**config.mk**
```make
export PLATFORM = sky130hd
export DESIGN_NAME = uart_rx_oversample
export DESIGN_NICKNAME = d
export VERILOG_FILES = /design/src/rtl/uart_pkg.sv /design/src/rtl/uart_os_tick.sv /design/src/rtl/uart_rx_oversample.sv
export SDC_FILE = /design/constraint.sdc
export NUM_CORES = 1
export LEC_CHECK = 0
export BUFFER_PORTS_ARGS = -buffer_cell sky130_fd_sc_hd__clkbuf_2
export CAP_MARGIN = 20
export CORE_ASPECT_RATIO = 1.5
export CORE_MARGIN = 2
export CORE_UTILIZATION = 58
export CTS_CLUSTER_SIZE = 14
export DETAILED_ROUTE_END_ITERATION = 10
export GPL_TIMING_DRIVEN = 0
export PLACE_DENSITY = 0.79
export SLEW_MARGIN = 0
export SYNTH_ARGS = -nofsm -noshare
export SYNTH_HDL_FRONTEND = slang
export SYNTH_SLANG_ARGS = --single-unit
```
**constraint.sdc**
```tcl
create_clock -name clock -period 2.4 [get_ports clock]
set_input_delay 0.12 -clock clock [delete_from_list [all_inputs] [get_ports clock]]
set_output_delay 0.12 -clock clock [all_outputs]
set_load 0.005 [all_outputs]
```
**src/rtl/uart_pkg.sv**
```systemverilog
// Shared definitions for the oversampling UART receiver: FSM encoding and
// frame/oversampling constants.
package uart_pkg;

  typedef enum logic [2:0] {
    ST_IDLE   = 3'd0,
    ST_START  = 3'd1,
    ST_DATA   = 3'd2,
    ST_PARITY = 3'd3,
    ST_STOP   = 3'd4
  } uart_state_e;

  localparam int DATA_BITS  = 8;
  localparam int OVERSAMPLE = 16;
  localparam int MID_TICK   = 7;
  localparam int TICK_W     = $clog2(OVERSAMPLE);
  localparam int IDX_W      = $clog2(DATA_BITS);

endpackage

```
**src/rtl/uart_os_tick.sv**
```systemverilog
// Baud-rate divider: emits a one-cycle tick every DIV clocks (16 ticks per
// bit). A restart pulse realigns the phase to the detected start edge.
module uart_os_tick
  import uart_pkg::*;
#(
  parameter int DIV = 325
) (
  input  logic clock,
  input  logic reset,
  input  logic restart,
  output logic tick
);

  localparam int            CW   = (DIV > 1) ? $clog2(DIV) : 1;
  localparam logic [CW-1:0] LAST = CW'(DIV - 1);

  logic [CW-1:0] div_q;

  // Free-running divider, cleared on restart and on wrap.
  always_ff @(posedge clock or posedge reset) begin
    if (reset) begin
      div_q <= '0;
    end else if (restart || (div_q == LAST)) begin
      div_q <= '0;
    end else begin
      div_q <= div_q + 1'b1;
    end
  end

  // A restart cycle never produces a tick so the new phase starts cleanly.
  assign tick = (div_q == LAST) && !restart;

endmodule

```
**src/rtl/uart_rx_oversample.sv**
```systemverilog
// 16x oversampling UART receiver with optional parity, a one-byte holding
// register with valid/ack handshake, and sticky overrun reporting.
module uart_rx_oversample
  import uart_pkg::*;
#(
  parameter int CLK_FREQ   = 50_000_000,
  parameter int BAUD       = 9600,
  parameter int PARITY_EN  = 1,
  parameter int PARITY_ODD = 0
) (
  input  logic       clock,
  input  logic       reset,
  input  logic       rx_in,
  input  logic       data_ack,
  output logic [7:0] data_out,
  output logic       data_valid,
  output logic       parity_err,
  output logic       frame_err,
  output logic       overrun,
  output logic       busy
);

  localparam int   DIV_RAW = CLK_FREQ / (BAUD * OVERSAMPLE);
  localparam int   DIV     = (DIV_RAW < 1) ? 1 : DIV_RAW;
  localparam bit   HAS_PAR = (PARITY_EN != 0);
  localparam logic PAR_ODD = (PARITY_ODD != 0);

  logic [1:0]           sync_q;
  logic                 rx_s;
  logic                 prev_q;
  logic [1:0]           prime_q;
  logic                 fall;
  logic                 restart;
  logic                 tick;
  logic                 mid;
  logic                 stop_mid;
  uart_state_e          state_q;
  logic [TICK_W-1:0]    tick_cnt_q;
  logic [IDX_W-1:0]     idx_q;
  logic [DATA_BITS-1:0] shift_q;
  logic                 perr_pend_q;
  logic [7:0]           data_q;
  logic                 valid_q;
  logic                 perr_q;
  logic                 ferr_q;
  logic                 ovr_q;

  assign rx_s = sync_q[1];

  // Two-flop synchronizer plus edge history; falling edges are ignored until
  // both the synchronizer and the history flop hold post-reset line samples,
  // so a line that is low at reset release does not fake a start edge.
  always_ff @(posedge clock or posedge reset) begin
    if (reset) begin
      sync_q  <= 2'b11;
      prev_q  <= 1'b1;
      prime_q <= 2'd0;
    end else begin
      sync_q <= {sync_q[0], rx_in};
      prev_q <= rx_s;
      if (prime_q != 2'd3) begin
        prime_q <= prime_q + 1'b1;
      end
    end
  end

  assign fall     = (prime_q == 2'd3) && prev_q && !rx_s;
  assign restart  = (state_q == ST_IDLE) && fall;
  assign mid      = tick && (tick_cnt_q == TICK_W'(MID_TICK));
  assign stop_mid = (state_q == ST_STOP) && mid;

  uart_os_tick #(
    .DIV(DIV)
  ) u_tick (
    .clock  (clock),
    .reset  (reset),
    .restart(restart),
    .tick   (tick)
  );

  // Frame FSM: mid-bit sampling of start, data (LSB first), parity and stop.
  always_ff @(posedge clock or posedge reset) begin
    if (reset) begin
      state_q     <= ST_IDLE;
      tick_cnt_q  <= '0;
      idx_q       <= '0;
      shift_q     <= '0;
      perr_pend_q <= 1'b0;
    end else begin
      if (tick) begin
        tick_cnt_q <= tick_cnt_q + 1'b1;
      end
      unique case (state_q)
        ST_IDLE: begin
          if (fall) begin
            state_q     <= ST_START;
            tick_cnt_q  <= '0;
            idx_q       <= '0;
            perr_pend_q <= 1'b0;
          end
        end
        ST_START: begin
          if (mid) begin
            state_q <= rx_s ? ST_IDLE : ST_DATA;
          end
        end
        ST_DATA: begin
          if (mid) begin
            shift_q <= {rx_s, shift_q[DATA_BITS-1:1]};
            idx_q   <= idx_q + 1'b1;
            if (idx_q == IDX_W'(DATA_BITS - 1)) begin
              state_q <= HAS_PAR ? ST_PARITY : ST_STOP;
            end
          end
        end
        ST_PARITY: begin
          if (mid) begin
            perr_pend_q <= rx_s ^ (^shift_q) ^ PAR_ODD;
            state_q     <= ST_STOP;
          end
        end
        ST_STOP: begin
          // Leave at mid-stop so an immediately following start edge is seen.
          if (mid) begin
            state_q <= ST_IDLE;
          end
        end
        default: state_q <= ST_IDLE;
      endcase
    end
  end

  // Holding register: load on stop sample when free (or freed this cycle),
  // otherwise drop the byte and flag overrun; ack releases a held byte.
  always_ff @(posedge clock or posedge reset) begin
    if (reset) begin
      data_q  <= 8'h00;
      valid_q <= 1'b0;
      perr_q  <= 1'b0;
      ferr_q  <= 1'b0;
      ovr_q   <= 1'b0;
    end else if (stop_mid) begin
      if (!valid_q || data_ack) begin
        data_q  <= shift_q;
        perr_q  <= perr_pend_q;
        ferr_q  <= !rx_s;
        valid_q <= 1'b1;
      end else begin
        ovr_q <= 1'b1;
      end
    end else if (valid_q && data_ack) begin
      valid_q <= 1'b0;
    end
  end

  assign data_out   = data_q;
  assign data_valid = valid_q;
  assign parity_err = perr_q;
  assign frame_err  = ferr_q;
  assign overrun    = ovr_q;
  assign busy       = (state_q != ST_IDLE);

endmodule

```
==> out/results.tsv, run 1 <==
stage	metric	value	unit
outcome	status	finished with violations	
outcome	violations	negative hold slack	
placement	place.gp.congestion	0.775	
cts	cts.sinks	45	
cells_and_area	post-route-util	66.8	%
floorplan	initial_core_util	59.9	%
yosys	yosys-top-cells-count	dfrtp_1 (42), mux2_2 (18), nor2_1 (16), xor2_1 (12), nand3_1 (8)	
yosys	synthFlopType	dfrtp_1	
worst_setup_path	critPathLaunchType	flop	
routing	drtPass1Iterations	4	
cts	ctsRootBufferMaster	clkbuf_8	
yosys	synth-seq-cells	45	
worst_setup_path	endpoint	data_out[0]	
power_and_ir_drop	p_total	0.00153	W
sta	maxSlewViolCount	0	
routing	drtIter0Drc	19	
grt	grt_max_degree	46	
cells_and_area	area.growth.synth_to_final	11.4	%
routing	vias	1260	
routing	antenna_left	0	
yosys	synth_top_area_share	52.3	%
placement	place_hpwl	2.45	mm
yosys	synth.distinct_cells	33	
worst_setup_path	r2r_slack	0.17	ns
sta	grt_setup_unrepaired	false	
sta	setup_viol	0	
cts	htree_num_levels	2	
sta	holdWs	-0.0132	ns
cts	clk_pin_slew_worst_paths	0.09	ns
sta	finalSetupTns	0	ns
worst_setup_path	timing.rr.start	u_tick.div_q[0]	
yosys	synthCells	159	
cells_and_area	fillers	248	
yosys	yosysTopAreaCell	dfrtp_1	
sta	hold_viol_final	16	
yosys	ys_seq_area_share	56.3	%
cts	worst_skew_pair.late_latency	0.30	ns
yosys	synth_warnings	0	
placement	numPlacedInstances	217	
placement	port_buffers	16	
job	maxCapViolations	0	
yosys	syn_nets	169	
yosys	synth_most_common_cell	dfrtp_1	
worst_setup_path	worstPathCellList	inv_1 > ha_1 > and4b_1 > clkbuf_2 > nand3_4 > nor3_4 > mux2_2	
power_and_ir_drop	power.density	686	nW/um2
sta	clock_skew	0.0102	ns
floorplan	die_h	76.1	um
routing	finalWirelength	3.43	mm
power_and_ir_drop	peakVddDrop	0.522	mV
yosys	synth_edf_count	0	
worst_setup_path	critical_path_class	reg -> reg	
yosys	synth_area_leaders	dfrtp_1 (52%), mux2_2 (10%), xor2_1 (5.2%)	
floorplan	die_w	52.0	um
power_and_ir_drop	p_leak	1.12	nW
routing	drcViolationCount	0	
sta	fmaxAchievable	0.448	GHz
sta	period_share	93.1	%
worst_setup_path	cp.required	2.58	ns
floorplan	rows	26	
worst_setup_path	worst_ep_arrival_time	2.42	ns
grt	gr-total-overflow	0	
sta	worst_slew_pin_slew	0.898	ns
sta	min_period	2.23	ns
floorplan	core-area	3350	um2
cts	cts_buffer_depth	2	
routing	vias_per_cell	5.58	
yosys	synth-async-reset-ratio	100	%
cells_and_area	antennaDiodeCount	0	
floorplan	num_io_pins	17	
grt	antenna_found_initial	0	
worst_setup_path	timing.rr.end	data_out[0]	
worst_setup_path	crit_path_top_delay_cell	nor3_4	
grt	grt_pass1_vias	1370	
yosys	avgSynthCellArea	12.6	um2
worst_setup_path	worstSetupEndpointType	flop	
worst_setup_path	worst-path-max-fanout	10	
routing	wl_per_cell	15.2	um
worst_setup_path	crit_start	u_tick.div_q[0]	
sta	slew_headroom	40.0	%
cells_and_area	layout.cells.non_filler	226	
yosys	syn_area	2010	um2
cts	numCtsBuffers	5	
floorplan	die-area	3960	um2
grt	grt_usage	20.5	%
worst_setup_path	reg2reg_depth	7	
cells_and_area	drive_above_1_share	29.9	%
worst_hold_path	hp-class	in -> async	
worst_setup_path	cpPeakStageDelay	0.51	ns
grt	grt_pass1_wl	5.94	mm
cells_and_area	nNetsFinal	193	
cts	tritoncts	built	
## metal layers
metal	vias to the layer above	routed length [um]	global-route usage (%)
met1	642	1370	22.4
met4	0	68	10.3
met3	6	90	6.08
met5	-	0	0
met2	16	1900	34.8
li1	596	-	-
## what timing repair did
item                      4_1_cts  5_1_grt
gates resized for setup         0        0
hold endpoints to repair        1        0
hold buffers                    1        0
buffers inserted                0        0
## registers in the layout, indices dropped and copies added (netlist names), 2 cells and up
name,cells
prime_q,2
data_out,8
tick_cnt_q,4
shift_q,8
u_tick.div_q,9
state_q,3
idx_q,3
sync_q,2
## through the flow
step	hold WS [ns]	setup WS (ns)	instance area (um2)
after global placement	0.208	0.259	2140
after floorplan	0.124	0.471	2010
final	-0.0132	0.166	2240
after CTS	0.0190	0.162	2240
after detailed placement	0.209	0.194	2140
after global routing	0.0791	0.0884	2240
## kinds of logic after synthesis
group,count (synthesis),share of synthesized area [%]
and+or+nand+nor,54,16.3
DFF,45,56.3
muxes,20,11.1
AOI/OAI and AO/OA,7,2.06
adders and majority gates,6,3.74
buffers and inverters,8,1.62
xor gates and xnor gates,19,8.97
## critical path: cells and delay by family (launching register included)
kind | cells | cell delay (ns)
buffers and inverters | 2 | 0.31
flip-flops | 1 | 0.45
multiplexers | 1 | 0.40
AND/OR/NAND/NOR | 3 | 0.83
adder cells (fa/ha/maj) | 1 | 0.14
## where the power goes
group,internal [W],switching (W),leakage [nW]
sequential,0.000818,0.0000834,0.583
combinational,0.0000825,0.0000940,0.497
clock,0.000201,0.000255,0.0439
## placed cells by master (no fill, tap or decap), drive strengths merged, types with 3 or more instances in the layout
master,Yosys,layout
nand2,7,7
ha,6,6
nand3,9,9
nand4,4,4
and3,4,4
xor2,12,12
dfstp,3,3
mux2,18,18
inv,6,6
xnor2,6,6
o21ai,3,3
nor2,16,16
dfrtp,42,42
clkbuf,1,22
## cell type report
cell class / instances / area, um2 / share of cell area [%]
sequential: 45 / 1130 / 50.5
multi-input combinational: 106 / 846 / 37.8
timing repair buffer: 17 / 90.1 / 4.03
clock buffer: 5 / 68.8 / 3.08
tap: 42 / 52.6 / 2.35
inverter: 6 / 22.5 / 1.01
clock inverter: 3 / 17.5 / 0.783
buffer: 2 / 10.0 / 0.447
## how the worst min path moves through the flow
stage,startpoint,endpoint,slack (ns)
detailed placement,rx_in,sync_q[0],0.21
CTS,reset,prime_q[1],0.02
finish,reset,prime_q[1],-0.01
global placement,rx_in,sync_q[0],0.21
floorplan,rx_in,sync_q[0],0.12
global route,reset,prime_q[1],0.08
(Power assumes the default switching activity.)
==> run 2, diff against run 1 <==
- PLACE_DENSITY: 0.79 -> default
- PLACE_DENSITY_LB_ADDON: default -> 0.15
==> out/results.tsv, run 2 (synthesized netlist as in run 1, its figures left out) <==
stage	metric	value	unit
routing	antenna_left	0	
worst_setup_path	timing.rr.start	u_tick.div_q[0]	
job	maxCapViolations	0	
worst_setup_path	path_buf_inv	2	
sta	slew_headroom	38.9	%
sta	min_period	2.18	ns
cts	tritoncts	built	
worst_setup_path	r2r_slack	0.22	ns
floorplan	die_h	76.1	um
routing	drtPass1Iterations	5	
cells_and_area	final_common_cell	dfrtp_1	
outcome	status	complete, no violations	
floorplan	core-area	3350	um2
cts	worst_skew_pair.late_latency	0.29	ns
cells_and_area	largest-register	u_tick.div_q	
cells_and_area	fillers	256	
cells_and_area	area.growth.synth_to_final	13.1	%
power_and_ir_drop	peakVddDrop	0.602	mV
routing	drtIter0Drc	25	
routing	finalWirelength	3.32	mm
worst_setup_path	worstSetupEndpointType	flop	
sta	clock_skew	0.00557	ns
worst_hold_path	hp-class	in -> async	
placement	place_hpwl	2.41	mm
sta	setup_viol	0	
sta	maxSlewViolCount	0	
routing	wl_per_cell	14.7	um
routing	vias	1252	
power_and_ir_drop	clkPwrFrac	35.4	%
worst_setup_path	crit_path_top_delay_cell	nor3_4	
cts	cts_resized	0	
cells_and_area	post-route-util	67.8	%
grt	gr-total-overflow	0	
cells_and_area	largest_reg_flops	9	
power_and_ir_drop	share_comb_of_total_power	10.6	%
sta	fmaxAchievable	0.459	GHz
cells_and_area	mostFrequentLayoutCells	dfrtp_1 (42), mux2_2 (18), clkbuf_2 (17)	
floorplan	rows	26	
power_and_ir_drop	power.density	735	nW/um2
floorplan	die-area	3960	um2
grt	grt_pass1_vias	1280	
worst_setup_path	cpPeakStageDelay	0.50	ns
sta	period_share	90.7	%
sta	worst_slew_pin_slew	0.915	ns
sta	hold_viol_final	0	
worst_setup_path	critPathLaunchType	flop	
grt	grt_usage	19.1	%
cts	htree_num_levels	2	
power_and_ir_drop	power_switching	0.000429	W
placement	port_buffers	16	
cells_and_area	multi_input_area	846	um2
worst_setup_path	cp.required	2.58	ns
routing	vias_per_cell	5.54	
worst_setup_path	reg2reg_depth	7	
power_and_ir_drop	p_seq_share	54.0	%
worst_setup_path	worst_ep_arrival_time	2.36	ns
cts	numCtsBuffers	5	
cts	cts_buffer_depth	2	
cts	cts.sinks	45	
power_and_ir_drop	switching_share	25.7	%
floorplan	initial_core_util	59.9	%
grt	grt_max_degree	46	
worst_setup_path	worstPathCellList	inv_1 > ha_1 > and4b_1 > clkbuf_2 > nand3_4 > nor3_4 > mux2_2	
cells_and_area	antennaDiodeCount	0	
cells_and_area	drive_above_1_share	29.9	%
grt	antenna_found_initial	0	
worst_setup_path	worst-path-max-fanout	10	
worst_setup_path	critical_path_class	reg -> reg	
worst_setup_path	timing.rr.end	data_out[7]	
grt	grt_pass1_wl	5.71	mm
cells_and_area	nNetsFinal	193	
placement	place.gp.congestion	0.745	
cts	ctsRootBufferMaster	clkbuf_8	
sta	grt_setup_unrepaired	false	
floorplan	die_w	52.0	um
power_and_ir_drop	p_leak	1.14	nW
floorplan	num_io_pins	17	
worst_setup_path	crit_family	simple AND/OR/NAND/NOR gates	
sta	finalSetupTns	0	ns
cells_and_area	seq_area	1130	um2
power_and_ir_drop	internal-power	0.00124	W
cts	clk_pin_slew_worst_paths	0.08	ns
routing	drcViolationCount	0	
[run 2: cell types whose count changed in the layout (fill, tap and decap cells not counted), sizes merged]
cell	previous run	this run
clkinv	2	0
bufinv	0	1
clkbuf	22	23
[run 2: timing repair]
item | CTS | global route
hold buffers | 1 | 0
endpoints found under the setup margin | 0 | 0
hold endpoints to repair | 1 | 0
buffers inserted | 0 | 0
[run 2: how the worst max path moves through the flow]
stage	start	slack, ns	depth (start not counted)	to
6_report	u_tick.div_q[0]	0.22	7	data_out[7]
5_1_grt	u_tick.div_q[0]	0.07	7	data_out[7]
4_1_cts	u_tick.div_q[0]	0.18	7	data_out[0]
3_5_place_dp	u_tick.div_q[0]	0.22	7	data_out[0]
3_3_place_gp	u_tick.div_q[0]	0.25	7	parity_err
2_1_floorplan	u_tick.div_q[0]	0.47	7	data_out[0]
[run 2: per-stage QoR]
stage	hold WS, ns	power, W	setup WS, ns	std cells	instance area [um2]
after global placement	0.210	0.00107	0.249	217	2140
after global routing	0.104	0.00175	0.0723	226	2270
after detailed placement	0.212	0.00109	0.215	217	2140
final	0.00596	0.00167	0.223	226	2270
after CTS	0.0356	0.00168	0.184	226	2270
after floorplan	0.124	0.00103	0.471	159	2010
[run 2: layout make-up]
class                   instances  share of cell area [%]
flip-flops and latches         45                    49.8
plain buffers                   2                   0.441
inverters                       6                   0.992
multi-input cells             106                    37.2
clock inverters                 2                    1.65
clock buffers                   6                    3.64
well taps                      42                    2.31
repair buffers                 17                    3.97
[run 2: metal layers]
metal / up-vias / share of wire (%) / track usage (%)
met5: - / 0 / 0
met4: 0 / 1.3 / 6.05
met3: 6 / 3.1 / 4.71
met2: 23 / 56 / 32.8
met1: 630 / 40 / 22.7
li1: 593 / - / -
[run 2: power by group through the flow]
stage               sequential, W  combinational, W  clock [W]
finish                   0.000902          0.000176   0.000591
detailed placement       0.000918          0.000174          0
global route             0.000915          0.000204   0.000630
floorplan                0.000893          0.000142          0
CTS                      0.000903          0.000180   0.000600
global placement         0.000909          0.000163          0
